===== src/rtl/qmem_pkg.sv =====
// qmem_pkg
//   Shared constants and helpers for the QMEM interconnect blocks.
//   PRIO_RR / PRIO_FIXED select the arbitration mode of qmem_arbiter_rr.
//   QAW_DEF / QDW_DEF are the address/data widths shared with the decoder.
//   onehot2idx converts a one-hot vector (up to MN_MAX bits) to an index.
package qmem_pkg;

    localparam int PRIO_RR    = 0;
    localparam int PRIO_FIXED = 1;

    localparam int QAW_DEF = 22;
    localparam int QDW_DEF = 32;

    localparam int MN_MAX = 8;

    typedef enum logic {
        ARB_IDLE = 1'b0,
        ARB_BUSY = 1'b1
    } arb_state_t;

    // An all-zero vector maps to index 0; callers gate on the vector itself.
    function automatic int onehot2idx(input logic [MN_MAX-1:0] oh);
        int idx;
        idx = 0;
        for (int i = 0; i < MN_MAX; i++) begin
            if (oh[i]) begin
                idx = i;
            end
        end
        return idx;
    endfunction

endpackage


===== src/rtl/qmem_rr_pick.sv =====
// qmem_rr_pick
//   Combinational rotating-priority picker.
//   req : per-master request vector
//   ptr : index where the search starts; wraps modulo MN
//   gnt : one-hot grant, all zero when no request is pending
module qmem_rr_pick
    import qmem_pkg::*;
#(
    parameter  int MN = 2,
    localparam int PW = $clog2(MN)
)(
    input  logic [MN-1:0] req,
    input  logic [PW-1:0] ptr,
    output logic [MN-1:0] gnt
);

    always_comb begin
        logic [PW:0]   sum;
        logic [PW-1:0] idx;
        logic          found;
        gnt   = '0;
        found = 1'b0;
        sum   = '0;
        idx   = '0;
        for (int i = 0; i < MN; i++) begin
            sum = {1'b0, ptr} + (PW+1)'(i);
            if (sum >= (PW+1)'(MN)) begin
                sum = sum - (PW+1)'(MN);
            end
            idx = sum[PW-1:0];
            if (!found && req[idx]) begin
                gnt[idx] = 1'b1;
                found    = 1'b1;
            end
        end
    end

endmodule


===== src/rtl/qmem_arbiter_rr.sv =====
// qmem_arbiter_rr
//   N-master to 1-slave QMEM arbiter, zero added latency.
//   Round-robin or fixed priority, lock held until the slave responds,
//   per-transaction timeout returning an error to the stalled master.
//
//   clk, rst            clock, synchronous active-high reset
//   qm_cs/we/sel/adr/dat_w   packed master requests (master 0 in LSBs)
//   qm_dat_r            slave read data replicated to every master
//   qm_ack/qm_err       per-master response, only ever to the owner
//   qs_*                slave-side request / response
//   ms                  one-hot current owner, zero when idle
//   tmo_evt             one-cycle pulse when the watchdog fires
//
//   state    | meaning
//   ---------+-----------------------------------------------------------
//   ARB_IDLE | no lock; owner picked combinationally from qm_cs
//   ARB_BUSY | locked on owner_q until qs_ack/qs_err or timeout
module qmem_arbiter_rr
    import qmem_pkg::*;
#(
    parameter int QAW  = QAW_DEF,
    parameter int QDW  = QDW_DEF,
    parameter int QSW  = QDW/8,
    parameter int MN   = 2,
    parameter int PRIO = PRIO_RR,
    parameter int TMO  = 255
)(
    input  logic              clk,
    input  logic              rst,
    input  logic [MN-1:0]     qm_cs,
    input  logic [MN-1:0]     qm_we,
    input  logic [MN*QSW-1:0] qm_sel,
    input  logic [MN*QAW-1:0] qm_adr,
    input  logic [MN*QDW-1:0] qm_dat_w,
    output logic [MN*QDW-1:0] qm_dat_r,
    output logic [MN-1:0]     qm_ack,
    output logic [MN-1:0]     qm_err,
    output logic              qs_cs,
    output logic              qs_we,
    output logic [QSW-1:0]    qs_sel,
    output logic [QAW-1:0]    qs_adr,
    output logic [QDW-1:0]    qs_dat_w,
    input  logic [QDW-1:0]    qs_dat_r,
    input  logic              qs_ack,
    input  logic              qs_err,
    output logic [MN-1:0]     ms,
    output logic              tmo_evt
);

    localparam int          PW      = $clog2(MN);
    localparam logic [15:0] TMO_V   = 16'(TMO);
    // With the watchdog disabled the counter still saturates rather than wraps.
    localparam logic [15:0] CNT_MAX = (TMO == 0) ? 16'hFFFF : TMO_V;
    localparam bit          TMO_EN  = (TMO != 0);

    arb_state_t    state_q, state_d;
    logic [MN-1:0] owner_q, owner_d;
    logic [PW-1:0] ptr_q, ptr_d;
    logic [15:0]   cnt_q, cnt_d;

    logic [MN-1:0] gnt;
    logic [MN-1:0] sel;
    logic [PW-1:0] pick_ptr;
    logic [PW-1:0] sel_idx;
    logic [PW-1:0] ptr_adv;
    logic          req_live;
    logic          resp;
    logic          done;
    logic          tmo_hit;

    assign pick_ptr = (PRIO == PRIO_FIXED) ? '0 : ptr_q;

    qmem_rr_pick #(.MN(MN)) u_pick (
        .req (qm_cs),
        .ptr (pick_ptr),
        .gnt (gnt)
    );

    always_comb begin
        logic [MN_MAX-1:0] sel_ext;
        sel      = (state_q == ARB_BUSY) ? owner_q : gnt;
        sel_ext  = '0;
        sel_ext[MN-1:0] = sel;
        sel_idx  = PW'(onehot2idx(sel_ext));
        // The just-served master drops to lowest priority.
        ptr_adv  = (sel_idx == PW'(MN-1)) ? '0 : sel_idx + PW'(1);
        req_live = (state_q == ARB_BUSY) || (|gnt);
        resp     = qs_ack || qs_err;
        done     = req_live && resp;
        // A response in the same cycle beats the watchdog.
        tmo_hit  = TMO_EN && (state_q == ARB_BUSY) && (cnt_q == TMO_V) && !resp;
    end

    // Request fields follow the selected master; frozen on owner while locked.
    assign qs_we    = qm_we[sel_idx];
    assign qs_sel   = qm_sel[sel_idx*QSW +: QSW];
    assign qs_adr   = qm_adr[sel_idx*QAW +: QAW];
    assign qs_dat_w = qm_dat_w[sel_idx*QDW +: QDW];
    assign qm_dat_r = {MN{qs_dat_r}};

    always_ff @(posedge clk) begin
        if (rst) begin
            state_q <= ARB_IDLE;
            owner_q <= '0;
            ptr_q   <= '0;
            cnt_q   <= '0;
        end else begin
            state_q <= state_d;
            owner_q <= owner_d;
            ptr_q   <= ptr_d;
            cnt_q   <= cnt_d;
        end
    end

    always_comb begin
        state_d = state_q;
        owner_d = owner_q;
        ptr_d   = ptr_q;
        cnt_d   = cnt_q;
        case (state_q)
            ARB_IDLE: begin
                if (req_live) begin
                    if (resp) begin
                        ptr_d = ptr_adv;
                    end else begin
                        state_d = ARB_BUSY;
                        owner_d = gnt;
                        cnt_d   = 16'd1;
                    end
                end
            end
            ARB_BUSY: begin
                if (resp || tmo_hit) begin
                    state_d = ARB_IDLE;
                    owner_d = '0;
                    ptr_d   = ptr_adv;
                    cnt_d   = '0;
                end else if (cnt_q != CNT_MAX) begin
                    cnt_d = cnt_q + 16'd1;
                end
            end
            default: begin
                state_d = ARB_IDLE;
            end
        endcase
    end

    always_comb begin
        qs_cs   = req_live && !tmo_hit && !rst;
        ms      = rst ? '0 : sel;
        qm_ack  = (!rst && done && qs_ack) ? sel : '0;
        qm_err  = (!rst && ((done && qs_err) || tmo_hit)) ? sel : '0;
        tmo_evt = !rst && tmo_hit;
    end

endmodule

===== config.mk =====
export PLATFORM = sky130hd
export DESIGN_NAME = qmem_arbiter_rr
export DESIGN_NICKNAME = d
export VERILOG_FILES = /design/src/rtl/qmem_pkg.sv /design/src/rtl/qmem_rr_pick.sv /design/src/rtl/qmem_arbiter_rr.sv
export SDC_FILE = /design/constraint.sdc
export NUM_CORES = 1
export LEC_CHECK = 0
export ABC_AREA = 1
export BUFFER_PORTS_ARGS = -buffer_cell sky130_fd_sc_hd__buf_2
export CAP_MARGIN = 20
export CELL_PAD_IN_SITES_DETAIL_PLACEMENT = 1
export CELL_PAD_IN_SITES_GLOBAL_PLACEMENT = 2
export CORE_MARGIN = 4
export CORE_UTILIZATION = 12
export DETAILED_ROUTE_END_ITERATION = 6
export PLACE_DENSITY = 0.76
export SKIP_CTS_REPAIR_TIMING = 1
export SYNTH_ARGS = -nofsm -noshare
export SYNTH_HDL_FRONTEND = slang
export SYNTH_SLANG_ARGS = --single-unit

===== constraint.sdc =====
create_clock -name clk -period 1.4 [get_ports clk]
set_input_delay 0.35 -clock clk [delete_from_list [all_inputs] [get_ports clk]]
set_output_delay 0.35 -clock clk [all_outputs]
set_load 0.01 [all_outputs]

Yosys cells after proc, flatten, opt, wreduce, memory -nomap -nowiden. Index checks and enable logic that the tools add are counted.

Register bits: 20. Input port bits: 156. Output and inout port bits: 131. Word-level logic and storage cells: 92.

Add/sub/neg operators: 5. Multipliers: 1. Magnitude comparators: 7. Equal/unequal tests: 7. Shift-type cells: 3. Multiplexer cells: 38. Bitwise operators: 2. Reductions and logical operators: 25.

Operator list (number): $mux 16 (4); $shiftx 64x7->32 (1); $shiftx 44x7->22 (1); $pmux 16 s2 (1); $mux 1 (19); $mux 2 (9); $add 16x1->16 const B (1); $eq 16x8->1 const B (1); $ne 16x8->1 const B (1); $logic_and 1x1->1 (13); $reduce_and 3->1 (3); $shiftx 8x4->4 (1); $lt 1x2->1 const B (3); $ne 2x2->1 const B (3); $mul 1x4->5 const B (1); $logic_not 1->1 (4); $logic_or 1x1->1 (4); $pmux 1 s2 (2); $pmux 2 s2 (1); $ne 3x1->1 const B (1); $add 1x1->2 const B (1); $demux 1 s1 (2); $ge 1x1->1 const B (2); $ge 1x2->1 const B (1); other kinds (7) (8).

Logic depth before layout (Yosys ltp). Gate-level depths: netlist of run 1.

Depth after elaboration: 16. Depth in mapped cells: 10. Gate-level depth less buffers: 9.

Cells and area by module. From an unflattened synthesis of run 1, not the netlist that was laid out.

Cells, all modules: 445. Area, all modules: 2418.6 sq um.

Modules (own cells, without submodules): qmem_arbiter_rr (times used 1, cells each 440, area each 2398.6 sq um, seq. area each 400.4 sq um); qmem_rr_pick (times used 1, cells each 5, area each 20.0 sq um, seq. area each 0.0 sq um).

Least setup slack after synthesis of run 1. No wires, ideal clock.

Kind: reg-to-output. Start: register cnt_q[0]. End: output qm_err[0]. Data arrival time: 1209 ps. Required time: 1050 ps. Setup slack: -159 ps. Stages on the path, launching flop included: 8. Path buffers: 0. Cells stage by stage: dfxtp_1 > ha_1 > nand2_1 > nor3_1 > nand2_1 > nor2_1 > nand2_1 > a21oi_1.

Longest elaborated chain between the ends: 6.

Ends and longest elaborated chain: start: declaration (RTL line qmem_arbiter_rr.sv:59) `logic [15:0] cnt_q, cnt_d;`; start signal: assignment (RTL line qmem_arbiter_rr.sv:111) `cnt_q <= cnt_d;`; $eq 16x8->1 (RTL line qmem_arbiter_rr.sv:91) `tmo_hit = TMO_EN && (state_q == ARB_BUSY) && (cnt_q == TMO_V) && !resp;`; $logic_and 1x1->1 (2 in a row) (RTL line qmem_arbiter_rr.sv:91); $logic_or 1x1->1 (RTL line qmem_arbiter_rr.sv:152) `qm_err = (!rst && ((done && qs_err) || tmo_hit)) ? sel : '0;`; $logic_and 1x1->1 (RTL line qmem_arbiter_rr.sv:152); $mux 2 (RTL line qmem_arbiter_rr.sv:152); end: declaration (RTL line qmem_arbiter_rr.sv:37) `output logic [MN-1:0] qm_err,`.

No other way between the ends.

Worst setup path in the final report of run 1. Same ends and word-level chain as after synthesis.

==> results.json, run 1 <==
{
  "status": "complete, but fails checks",
  "violations": "negative setup slack",
  "drive_gt1_share_pct": 69.1,
  "dpl_cell_area_um2": 3720,
  "cts_htree_levels": 1,
  "numPortBuffers": 190,
  "layout.nets": 805,
  "critPathMostFrequentCell": "nand2_2",
  "slowest_stage": "dfxtp_2",
  "synth_area_leaders": "nand2_1, buf_4, dfxtp_1, nor2_1, inv_1",
  "regArea_um2": 413,
  "synthArstFlopShare_pct": 0,
  "p_per_area_nw_per_um2": 591,
  "die_area_um2": 22600,
  "grt-ovfl-total": 0,
  "min_path_type": "input port to register",
  "dieWidth_um": 150,
  "cts_buffer_depth": 2,
  "finalSetupViolCount": 84,
  "grt_pass1_wl_mm": 16.5,
  "drc_errors": 0,
  "gp_congestion": 0.723,
  "maxSlewViolCount": 0,
  "coreArea_um2": 19700,
  "place_hpwl_mm": 9.91,
  "ir_worst_vdd_uv": 207,
  "fillers": 2435,
  "critPathRequiredTime_ns": 1.05,
  "syn2layout_area_growth_pct": 108,
  "endpoint_kind": "primary output",
  "ant_nets": 0,
  "maxSlewHeadroom_pct": 77.5,
  "grt_use_total_pct": 9.15,
  "finalHoldViolCount": 0,
  "fin_crit_sh_pct": 137,
  "synthCells": 453,
  "routedWlPerCell_um": 14.8,
  "synth_top_area_share_pct": 34.2,
  "final_core_util_pct": 25.7,
  "crit_path_max_incr_delay_ns": 0.35,
  "numCtsBuffers": 3,
  "grt_pass1_vias": 3255,
  "viasPerCell": 3.71,
  "multiInputGateArea_um2": 2030,
  "grt_max_degree": 37,
  "drt_pass1_iterations": 4,
  "final_common_cell": "buf_2",
  "yosysSeqAreaShare_pct": 16.4,
  "clkLatencyLatePin_ns": 0.26,
  "p_leak_nw": 2.69,
  "synth_edf_count": 0,
  "max_cap_violations": 0,
  "synth-seq-cells": 20,
  "fin_crit_ns": 1.92,
  "syn-num-nets": 610,
  "netlist_area_um2": 2440,
  "cts_tree": "built",
  "path_buf_inv": 1,
  "mostFrequentLayoutCells": "buf_2, nand2_1, nand2_2, buf_4, buf_6",
  "layout_setup_ws_ns": -0.515,
  "synth_top_area_cell": "nand2_1",
  "worst-path-max-fanout": 3,
  "cts.sinks": 20,
  "wirelength_mm": 13.5,
  "rsz0062_at_grt": "true",
  "antenna_found_initial": 1,
  "hold_ws_ns": 0.456,
  "max_freq_ghz": 0.522,
  "die_height_um": 150,
  "skew_ns": 0.00208,
  "start_kind": "register",
  "ys_warn_count": 0,
  "antenna_cells": 0,
  "ios": 287,
  "initial_core_util_pct": 12.4,
  "cts_root_buffer": "clkbuf_16",
  "postSynthAreaPerCell_um2": 5.38,
  "worst_slew_pin_slew_ns": 0.335,
  "place_ws_ns": -0.506,
  "ys.flop_type": "dfxtp_1",
  "rows": 51,
  "fin_area_um2": 5060,
  "regToRegSetupSlack_ns": -0.10,
  "clkTransAtPathRegs_ns": 0.06,
  "drt_iter0_drc": 72,
  "cp.arrival_ns": 1.57,
  "crit_type": "register to primary output",
  "path_cells": "ha_4 > nand2_4 > nor3_4 > nand2_2 > nor2_2 > nand2_2 > a21oi_2 > buf_2",
  "ys_types": 26,
  "cp_top_family": "simple AND/OR/NAND/NOR gates",
  "num_vias": 3387
}
==> cell families (layout without fill, tap and decap cells) <==
family / count (synthesis) / in the layout / synth area share (%)
flip-flops: 20 / 20 / 16.4
XOR/XNOR: 5 / 5 / 1.80
AO/OA/AOI/OAI: 18 / 18 / 3.90
multiplexers: 1 / 1 / 0.411
AND/OR/NAND/NOR: 303 / 303 / 49.7
buffers and inverters: 105 / 299 / 27.3
adder cells (fa/ha/maj): 1 / 1 / 0.514
==> registers in the layout (all words and copies together), names as in the netlist <==
register,cells
cnt_q,16
owner_q,2
pick_ptr,1
state_q,1
==> per-layer routing <==
metal | wire, um | global-route usage, % | up-vias | share of wire, %
met3 | 1080 | 2.86 | 24 | 8.0
met2 | 7010 | 16.1 | 121 | 52
met5 | 13 | 0 | - | 0.096
met4 | 159 | 2.06 | 2 | 1.2
li1 | - | - | 1703 | -
met1 | 5270 | 10.9 | 1537 | 39
==> layout make-up <==
cell class / instances / share of cell area [%]
timing repair buffer: 268 / 40.6
tap: 265 / 6.55
sequential: 20 / 8.16
inverter: 26 / 2.57
timing repair inverter: 1 / 0.173
clock buffer: 4 / 1.76
multi-input combinational: 328 / 40.1
==> synthesized netlist by cell type, types with 2 or more instances <==
library cell,n
nand2_1,222
buf_4,64
nor2_1,48
inv_1,22
dfxtp_1,20
nand3_1,16
buf_2,12
a21oi_1,8
o21ai_0,7
nand2_2,6
inv_2,4
xor2_1,4
nor3_1,3
buf_6,2
nand4_1,2
nor2_2,2
o22ai_1,2
==> worst register-to-register path, cell delays in order, from the launching register on <==
cell and delay (ns):
dfxtp_2 0.35, ha_4 0.16, buf_4 0.11, buf_6 0.08, nand3_2 0.07, nor2_2 0.10
nand2_1 0.07, nand3_2 0.10, nand2_4 0.07, nand2_4 0.10, clkbuf_16 0.15, nor2_1 0.04
==> through the flow <==
stage | TNS (ns) | total power [W] | std cells
global placement | -29.72 | 0.00168 | 890
CTS | -33.49 | 0.00239 | 894
floorplan | -0.0793 | 0.00129 | 453
finish | -30.47 | 0.00299 | 912
global route | -37.36 | 0.00317 | 912
detailed placement | -31.81 | 0.00169 | 890
==> power breakdown <==
group / internal (W) / switching, W
Combinational: 0.000872 / 0.000853
Sequential: 0.000579 / 0.0000116
Clock: 0.000437 / 0.000240
Total: 0.00189 / 0.00111
==> final timing paths <==
kind,startpoint,cells past startpoint,end
hold reg to reg,owner_q[1]$_SDFFE_PP0P_,2,owner_q[1]$_SDFFE_PP0P_
hold / removal,rst,3,owner_q[0]$_SDFFE_PP0P_
setup reg to reg,cnt_q[0]$_SDFFE_PP0P_,11,cnt_q[10]$_SDFFE_PP0P_
setup / recovery,cnt_q[0]$_SDFFE_PP0P_,8,qm_err[0]
Note: power is estimated with default switching activity, not from simulation.
==> run 2, diff against run 1 <==
--- a/config.mk
+++ b/config.mk
@@ -13,7 +13,7 @@
 export CORE_MARGIN = 4
 export CORE_UTILIZATION = 12
 export DETAILED_ROUTE_END_ITERATION = 6
-export PLACE_DENSITY = 0.76
+export PLACE_DENSITY = 0.85
 export SKIP_CTS_REPAIR_TIMING = 1
 export SYNTH_ARGS = -nofsm -noshare
 export SYNTH_HDL_FRONTEND = slang
==> results.json, run 2 (synthesized netlist as in run 1, its figures left out) <==
{
  "layout.nets": 807,
  "clkLatencyLatePin_ns": 0.26,
  "grt_max_degree": 36,
  "regToRegSetupSlack_ns": -0.04,
  "met1_length_mm": 5.49,
  "max_cap_violations": 0,
  "worst_slew_pin_slew_ns": 0.252,
  "fin_crit_ns": 1.95,
  "regMostFlops": "cnt_q",
  "hp-start": "owner_q[1]$_SDFFE_PP0P_",
  "place_hpwl_mm": 10.0,
  "layout_setup_ws_ns": -0.554,
  "fin_crit_sh_pct": 140,
  "wirelength_mm": 14.2,
  "ff2ff_path_depth": 10,
  "max_freq_ghz": 0.512,
  "layoutNonFillerInstCount": 914,
  "ir_worst_vdd_uv": 328,
  "numPortBuffers": 190,
  "drc_errors": 0,
  "cts.sinks": 20,
  "dieWidth_um": 150,
  "crit_path_max_incr_delay_ns": 0.35,
  "timing.rr.start": "cnt_q[1]$_SDFFE_PP0P_",
  "crit_type": "register to primary output",
  "wl_met3_mm": 1.03,
  "num_vias": 3461,
  "maxSlewHeadroom_pct": 83.1,
  "grt_pass1_wl_mm": 16.2,
  "holdPathEnd": "owner_q[1]$_SDFFE_PP0P_",
  "gp_congestion": 0.769,
  "drt_pass1_iterations": 4,
  "grt_use_total_pct": 9.01,
  "worst-path-max-fanout": 3,
  "mostFrequentLayoutCells": "buf_2, nand2_1, nand2_2, buf_4, nor2_1",
  "maxSlewViolCount": 0,
  "numCtsBuffers": 3,
  "cts_tree": "built",
  "routedWlPerCell_um": 15.5,
  "grt-ovfl-total": 0,
  "drt_iter0_drc": 83,
  "finalSetupViolCount": 81,
  "dpl_cell_area_um2": 3730,
  "critPathMostFrequentCell": "nand2_2",
  "highest-signal-layer": "met5",
  "grt_pass1_vias": 3224,
  "rows": 51,
  "die_height_um": 150,
  "p_leak_nw": 2.66,
  "finalHoldViolCount": 0,
  "regToRegEndpoint": "cnt_q[0]$_SDFFE_PP0P_",
  "status": "complete, but fails checks",
  "ios": 287,
  "final_common_cell": "buf_2",
  "cp.arrival_ns": 1.60,
  "largest_register_ffs": 16,
  "start_kind": "register",
  "fin_area_um2": 4990,
  "violations": "negative setup slack",
  "critPathRequiredTime_ns": 1.05,
  "hold_depth": 2,
  "coreArea_um2": 19700,
  "endpoint_kind": "primary output",
  "p_per_area_nw_per_um2": 591,
  "placedCellCount": 887,
  "cts_buffer_depth": 2,
  "antenna_cells": 0,
  "cts_htree_levels": 1,
  "path_cells": "ha_4 > nand2_4 > nor3_4 > nand2_2 > nor2_2 > nand2_2 > buf_4 > inv_2 > buf_6",
  "die_area_um2": 22600,
  "initial_core_util_pct": 12.4,
  "syn2layout_area_growth_pct": 105,
  "drive_gt1_share_pct": 66.4,
  "skew_ns": 0.00399,
  "cts_root_buffer": "clkbuf_16",
  "min_path_type": "register to register",
  "rsz0062_at_grt": "true",
  "antenna_found_initial": 2,
  "slowest_stage": "dfxtp_2",
  "dr_wl_met2_mm": 7.30,
  "fillers": 2451,
  "viasPerCell": 3.79,
  "reg_top3": "cnt_q (16), owner_q (2)",
  "clkTransAtPathRegs_ns": 0.06,
  "ant_nets": 0
}
-- run 2: stage by stage --
step | setup slack, ns | total power, W | utilization [%] | hold slack [ns] | TNS (ns)
after floorplan | -0.0397 | 0.00129 | - | 0.439 | -0.0793
after global placement | -0.439 | 0.00170 | 18.9 | 0.446 | -28.43
after detailed placement | -0.455 | 0.00171 | 18.9 | 0.462 | -30.56
after CTS | -0.675 | 0.00238 | 19.3 | 0.479 | -32.56
after global routing | -0.626 | 0.00312 | 25.3 | 0.505 | -37.73
final | -0.554 | 0.00295 | 25.3 | 0.485 | -30.77
-- run 2: worst max-delay path by stage --
stage                     depth (start not counted)          end  slack, ns                   from
after CTS                                         8    qm_err[0]      -0.68  cnt_q[1]$_SDFFE_PP0P_
final                                             9      tmo_evt      -0.55  cnt_q[1]$_SDFFE_PP0P_
after global routing                              9      tmo_evt      -0.63  cnt_q[1]$_SDFFE_PP0P_
after detailed placement                         10        qs_we      -0.46               qm_cs[1]
after floorplan                                   7    qm_err[0]      -0.04  cnt_q[1]$_SDFFE_PP0P_
after global placement                           10  qs_dat_w[3]      -0.44               qm_cs[1]
-- run 2: layout make-up --
class,count,area (um2),area share [%]
clock buffer,4,88.8,1.78
inverter,26,128,2.56
multi-input combinational,329,2000,40.1
sequential,20,413,8.27
tap,265,332,6.64
timing repair buffer,269,2020,40.4
timing repair inverter,1,11.3,0.226
-- run 2: critical path: cells and delay by family, from the launching register on --
kind	cells	cell delay (ns)
simple gates	5	0.53
flops	1	0.35
buf+inv	3	0.31
fa+ha+maj	1	0.15
-- run 2: power breakdown --
group	total, W	internal (W)	switching [W]
logic	0.00168	0.000844	0.000837
clock network	0.000675	0.000437	0.000239
registers	0.000591	0.000579	0.0000112
-- run 2: metal layers --
metal,up-vias,global-route usage [%]
li1,1715,-
met1,1580,10.9
met2,118,15.8
met3,44,2.26
met4,4,2.61
met5,-,0
